[src/rtl/gpu_text_cmd_sequencer.sv]
// ---------------------------------------------------------------------------
// gpu_text_cmd_sequencer : CPU text-command sequencer sharing char RAM with scanout
// Revision 1.0
// ---------------------------------------------------------------------------
`default_nettype none

module gpu_text_cmd_sequencer #(
  parameter int COLS   = 40,
  parameter int ROWS   = 25,
  parameter int ADDR_W = 10,
  parameter int DATA_W = 8
) (
  input  logic              clk,
  input  logic              clr,
  input  logic [15:0]       cpu_data,
  input  logic              cpu_valid,
  output logic              cpu_ready,
  input  logic              disp_req,
  input  logic [ADDR_W-1:0] disp_addr,
  output logic              disp_valid,
  output logic [DATA_W-1:0] disp_data,
  output logic              ram_en,
  output logic              ram_we,
  output logic [ADDR_W-1:0] ram_addr,
  output logic [DATA_W-1:0] ram_wdata,
  input  logic [DATA_W-1:0] ram_rdata,
  output logic [5:0]        cursor_x,
  output logic [4:0]        cursor_y,
  output logic              busy,
  output logic              cmd_err
);

  typedef enum logic [1:0] {
    S_IDLE_OP    = 2'd0,
    S_IDLE_PARAM = 2'd1,
    S_EXEC       = 2'd2,
    S_CLEAR      = 2'd3
  } state_t;

  localparam logic [5:0]        c_x_max = 6'(COLS - 1);
  localparam logic [4:0]        c_y_max = 5'(ROWS - 1);
  localparam logic [ADDR_W-1:0] c_last  = ADDR_W'(COLS * ROWS - 1);

  state_t              r_state, w_state_nxt;
  logic [15:0]         r_op, r_param;
  logic [5:0]          r_x, w_x_nxt, w_bs_x;
  logic [4:0]          r_y, w_y_nxt, w_bs_y;
  logic [ADDR_W-1:0]   r_cnt, w_cnt_nxt;
  logic                r_disp_valid, r_cmd_err, w_err_nxt;
  logic                w_wr_req;
  logic [ADDR_W-1:0]   w_wr_addr;
  logic [DATA_W-1:0]   w_wr_data;

  // y*40 + x built from shifts, truncated to the RAM address width
  function automatic logic [ADDR_W-1:0] cell_addr(input logic [5:0] x, input logic [4:0] y);
    logic [ADDR_W-1:0] ye, xe;
    ye = {{(ADDR_W-5){1'b0}}, y};
    xe = {{(ADDR_W-6){1'b0}}, x};
    return (ye << 5) + (ye << 3) + xe;
  endfunction

  always_comb begin
    w_bs_x = (r_x == 6'd0) ? c_x_max : r_x - 6'd1;
    w_bs_y = (r_x == 6'd0) ? r_y - 5'd1 : r_y;
  end

  always_comb begin
    w_state_nxt = r_state;
    w_x_nxt     = r_x;
    w_y_nxt     = r_y;
    w_cnt_nxt   = r_cnt;
    w_err_nxt   = 1'b0;
    w_wr_req    = 1'b0;
    w_wr_addr   = cell_addr(r_x, r_y);
    w_wr_data   = '0;
    case (r_state)
      S_IDLE_OP:    if (cpu_valid) w_state_nxt = S_IDLE_PARAM;
      S_IDLE_PARAM: if (cpu_valid) w_state_nxt = S_EXEC;
      S_EXEC: begin
        w_state_nxt = S_IDLE_OP;
        case (r_op)
          16'h00C0: begin
            if (r_param == 16'd0) w_state_nxt = S_CLEAR;
            else                  w_err_nxt   = 1'b1;
          end
          16'h00C1: begin
            w_wr_req  = 1'b1;
            w_wr_data = DATA_W'(r_param[7:0]);
            if (disp_req) begin
              w_state_nxt = S_EXEC;
            end else if (r_x == c_x_max) begin
              w_x_nxt = 6'd0;
              w_y_nxt = (r_y == c_y_max) ? 5'd0 : r_y + 5'd1;
            end else begin
              w_x_nxt = r_x + 6'd1;
            end
          end
          16'h00C2: begin
            if (r_x != 6'd0 || r_y != 5'd0) begin
              w_wr_req  = 1'b1;
              w_wr_addr = cell_addr(w_bs_x, w_bs_y);
              if (disp_req) begin
                w_state_nxt = S_EXEC;
              end else begin
                w_x_nxt = w_bs_x;
                w_y_nxt = w_bs_y;
              end
            end
          end
          16'h00C3: w_y_nxt = (r_param > 16'(ROWS - 1)) ? c_y_max : r_param[4:0];
          16'h00C4: w_x_nxt = (r_param > 16'(COLS - 1)) ? c_x_max : r_param[5:0];
          16'h00C5: w_state_nxt = S_CLEAR;
          16'h00C6: begin
            w_x_nxt = 6'd0;
            w_y_nxt = (r_y == c_y_max) ? 5'd0 : r_y + 5'd1;
          end
          default: w_err_nxt = 1'b1;
        endcase
      end
      S_CLEAR: begin
        w_wr_req  = 1'b1;
        w_wr_addr = r_cnt;
        // Sweep only advances on cycles the scanout leaves the port free
        if (!disp_req) begin
          if (r_cnt == c_last) begin
            w_cnt_nxt   = '0;
            w_x_nxt     = 6'd0;
            w_y_nxt     = 5'd0;
            w_state_nxt = S_IDLE_OP;
          end else begin
            w_cnt_nxt = r_cnt + 1'b1;
          end
        end
      end
      default: w_state_nxt = S_IDLE_OP;
    endcase
  end

  always_ff @(posedge clk or negedge clr) begin
    if (!clr) begin
      r_state      <= S_IDLE_OP;
      r_op         <= '0;
      r_param      <= '0;
      r_x          <= '0;
      r_y          <= '0;
      r_cnt        <= '0;
      r_disp_valid <= 1'b0;
      r_cmd_err    <= 1'b0;
    end else begin
      r_state      <= w_state_nxt;
      r_x          <= w_x_nxt;
      r_y          <= w_y_nxt;
      r_cnt        <= w_cnt_nxt;
      r_disp_valid <= disp_req;
      r_cmd_err    <= w_err_nxt;
      if (r_state == S_IDLE_OP && cpu_valid)    r_op    <= cpu_data;
      if (r_state == S_IDLE_PARAM && cpu_valid) r_param <= cpu_data;
    end
  end

  // Scanout owns the port outright whenever it asks
  always_comb begin
    ram_en    = disp_req | w_wr_req;
    ram_we    = w_wr_req & ~disp_req;
    ram_addr  = disp_req ? disp_addr : w_wr_addr;
    ram_wdata = disp_req ? '0 : w_wr_data;
  end

  assign cpu_ready  = (r_state == S_IDLE_OP) || (r_state == S_IDLE_PARAM);
  assign busy       = (r_state == S_EXEC) || (r_state == S_CLEAR);
  assign disp_valid = r_disp_valid;
  assign disp_data  = ram_rdata;
  assign cursor_x   = r_x;
  assign cursor_y   = r_y;
  assign cmd_err    = r_cmd_err;

endmodule

`default_nettype wire

[config.mk]
export PLATFORM = sky130hd
export DESIGN_NAME = gpu_text_cmd_sequencer
export DESIGN_NICKNAME = d
export VERILOG_FILES = /design/src/rtl/gpu_text_cmd_sequencer.sv
export SDC_FILE = /design/constraint.sdc
export NUM_CORES = 1
export LEC_CHECK = 0
export ABC_AREA = 0
export CORE_MARGIN = 2
export CORE_UTILIZATION = 50
export CTS_BUF_LIST = sky130_fd_sc_hd__clkbuf_8 sky130_fd_sc_hd__clkbuf_16
export CTS_CLUSTER_SIZE = 28
export DETAILED_ROUTE_END_ITERATION = 7
export DONT_BUFFER_PORTS = 1
export PLACE_DENSITY = 0.76
export SLEW_MARGIN = 40
export SYNTH_ARGS = -nofsm -noshare
export SYNTH_HDL_FRONTEND = slang
export SYNTH_SLANG_ARGS = --single-unit
[constraint.sdc]
create_clock -name clk -period 9.6 [get_ports clk]
set_clock_uncertainty 0.1 [all_clocks]
set_input_delay 1.92 -clock clk [delete_from_list [all_inputs] [get_ports clk]]
set_output_delay 1.92 -clock clk [all_outputs]
set_load 0.02 [all_outputs]
==> reports/metrics.csv <==
metric,value,unit
multi_input_area,2750,sq um
htree_levels,3,
reg2reg_to,cursor_x[3]$_DFFE_PN0P_,
final_core_utilization,53.5,%
cts_tree,built,
drt-initial-drc-count,378,
gp_congestion,0.942,
hold_path_depth,1,
min_period_over_period,65.6,%
antenna_found_initial,0,
cts_buffers,9,
synthesis.area,4420,sq um
hp-class,flip-flop to flip-flop,
slew_violations,0,
path_class,flip-flop to primary output,
syn-instance-count,477,
drtAntennaViolNets,0,
regArea,1430,sq um
synth_ff_type,dfrtp_1,
ios,81,
peakVddDrop,144,uV
insertedDiodeCount,0,
r2r_cells,8,
clkSinkCount,57,
critPathRequiredTime,7.58,ns
final_nets,522,
worstSetupEndpointType,primary output,
clk_pin_slew,0.07,ns
cts_hold_buf,0,
timing.hold.worst.start,r_param[10]$_DFFE_PN0P_,
crit_path_frequent_cell,ha_1,
grt_usage,24.6,%
rrSetupSlack,6.32,ns
top_usage_layer,met2,
grtUsageMet3,8.23,%
setup_violations,0,
pre_cts_slack,3.68,ns
dp.final_hpwl,8660,um
slowest_delay,0.59,ns
postCtsSetupBuffers,0,
grt_setup_unrepaired,no,
clk_latency,0.35,ns
power_density,120,nW/um^2
post_synth_num_cell_types,61,
synth.net_count,543,
layout_commonest_cell,dfrtp_1,
hold-path-endpoint,r_param[10]$_DFFE_PN0P_,
synth_edf_count,0,
maxSlewHeadroom,50.1,%
place_inst,553,
wl_per_cell,20.4,um
synth_top_area_share,32.3,%
grt_max_degree,58,
synth_seq_area_share,32.3,%
tightest_slew,0.748,ns
totalNegativeSetupSlack,0,ns
p_leak,1.98,nW
final_cell_mix,"dfrtp_1, mux2_2, nand3_1, o21ai_0, inv_1",
fmax,159,MHz
die_x,98.0,um
hold_violations,0,
reg2reg_from,cursor_x[0]$_DFFE_PN0P_,
drive_gt1_share,16.7,%
nFillCells,783,
routed_wl,11600,um
synth.largest_area_cell,dfrtp_1,
rows,34,
grt_pass1_wl,18700,um
grt-ovfl-total,0,
cp_max_fo,11,
die_h,98.0,um
path_cells,inv_1 -> ha_1 -> nor4b_1 -> nand3_1 -> xnor2_1 -> ha_1 -> ha_1 -> o21ai_0 -> o21bai_1 -> a21oi_1 -> xnor2_1 -> nor2_1 -> o22ai_1,
dr.pass1.iters,5,
yosysWarnings,0,
drcViolationCount,0,
power,0.556,mW
arrival,4.28,ns
cap_violations,0,
startpoint_type,flip-flop,
dieArea,9610,sq um
start_util,51.2,%
cts_resized,0,
grt_pass1_vias,3635,
async_flop_share,100,%
crit_slowest_cell,nor4b_1,
via_per_inst,6.46,
status,completed,
timing.final.ws_setup,3.30,ns
period_minus_slack,6.30,ns
cts_root_buf,clkbuf_8,
coreArea,8640,sq um
grt_use_met1,33.3,%
syn_avg_cell_area,9.27,sq um
yosys_register_bits,57,
cts_buffer_depth,2,
use_met2,36.9,%
vias,3676,
area_delta_synth_final,4.56,%
portBuffers,0,
yosys-top-cells-area,"dfrtp_1, mux2_2, ha_1, nand3_1, o21ai_0",
final_cells,569,
[metrics by stage]
stage          cell area, sq um  hold WS, ns
6_report                   4620        0.401
3_3_place_gp               4410        0.381
5_1_grt                    4620        0.412
4_1_cts                    4610        0.406
3_5_place_dp               4410        0.389
2_1_floorplan              4420        0.370
[metal layers]
layer | wire length (um) | up-vias
met5 | 0 | -
met3 | 1270 | 22
met1 | 4760 | 1767
li1 | - | 1702
met4 | 300 | 0
met2 | 5280 | 185
[cell families after synthesis]
family / count (synthesis) / synth area share [%]
AO/OA/AOI/OAI: 109 / 16.5
XOR/XNOR: 21 / 4.16
adder cells (fa/ha/maj): 28 / 8.60
buffers and inverters: 60 / 6.03
flip-flops: 57 / 32.3
multiplexers: 50 / 12.4
AND/OR/NAND/NOR: 152 / 20.0
[how the worst max path moves through the flow]
stage,depth (start not counted),endpoint,from,slack (ns)
6_report,13,ram_addr[9],cursor_x[0]$_DFFE_PN0P_,3.30
5_1_grt,14,ram_addr[9],cursor_x[0]$_DFFE_PN0P_,3.07
4_1_cts,12,ram_addr[9],cursor_x[2]$_DFFE_PN0P_,3.28
3_5_place_dp,10,ram_addr[6],cursor_x[2]$_DFFE_PN0P_,3.68
3_3_place_gp,10,ram_addr[6],cursor_x[2]$_DFFE_PN0P_,3.70
2_1_floorplan,11,ram_addr[6],cursor_x[3]$_DFFE_PN0P_,3.92
[cell type report]
type	instances	share of cell area [%]
Multi-Input combinational cell	360	59.5
Sequential cell	57	30.9
Tap cell	108	2.92
Clock buffer	9	2.68
Inverter	26	2.11
Clock inverter	7	1.57
Timing Repair Buffer	2	0.325
[worst max-delay path: cells and delay by family, from the launching register on]
kind / cells / cell delay [ns]
AND/OR/NAND/NOR: 3 / 0.83
buffers and inverters: 1 / 0.18
flip-flops: 1 / 0.58
adder cells (fa/ha/maj): 3 / 0.98
AO/OA/AOI/OAI: 4 / 0.83
XOR/XNOR: 2 / 0.54
[registers in the layout, indices dropped and copies added, names as in the netlist]
signal and flops:
disp_valid 1, r_param 16, r_op 16, r_cnt 10, cursor_y 5, cursor_x 6, r_state 2, cmd_err 1
[power by group]
part	internal [mW]	switching, mW	total [mW]	leakage [nW]
Sequential	0.253	0.0251	0.279	0.734
Clock	0.120	0.107	0.226	0.101
Combinational	0.0229	0.0287	0.0516	1.14
[cells in the mapped netlist (4+ instances only)]
master / instances
and2_1: 9
inv_1: 25
a21oi_1: 21
a2bb2oi_1: 4
buf_4: 8
mux2i_1: 11
nor3_1: 5
nand4_1: 5
nor2_1: 24
o31ai_1: 7
nand2_1: 24
o211ai_1: 7
nand3_1: 28
clkbuf_1: 23
o21ai_0: 27
fa_1: 4
xor2_1: 7
mux2_2: 39
a21o_1: 4
ha_1: 24
a31oi_1: 6
nand2b_1: 10
nor4_1: 6
a211oi_1: 7
xnor2_1: 14
nor2b_1: 10
a221oi_1: 7
dfrtp_1: 57
and3_1: 4
Power figures use the tool's default switching activity.
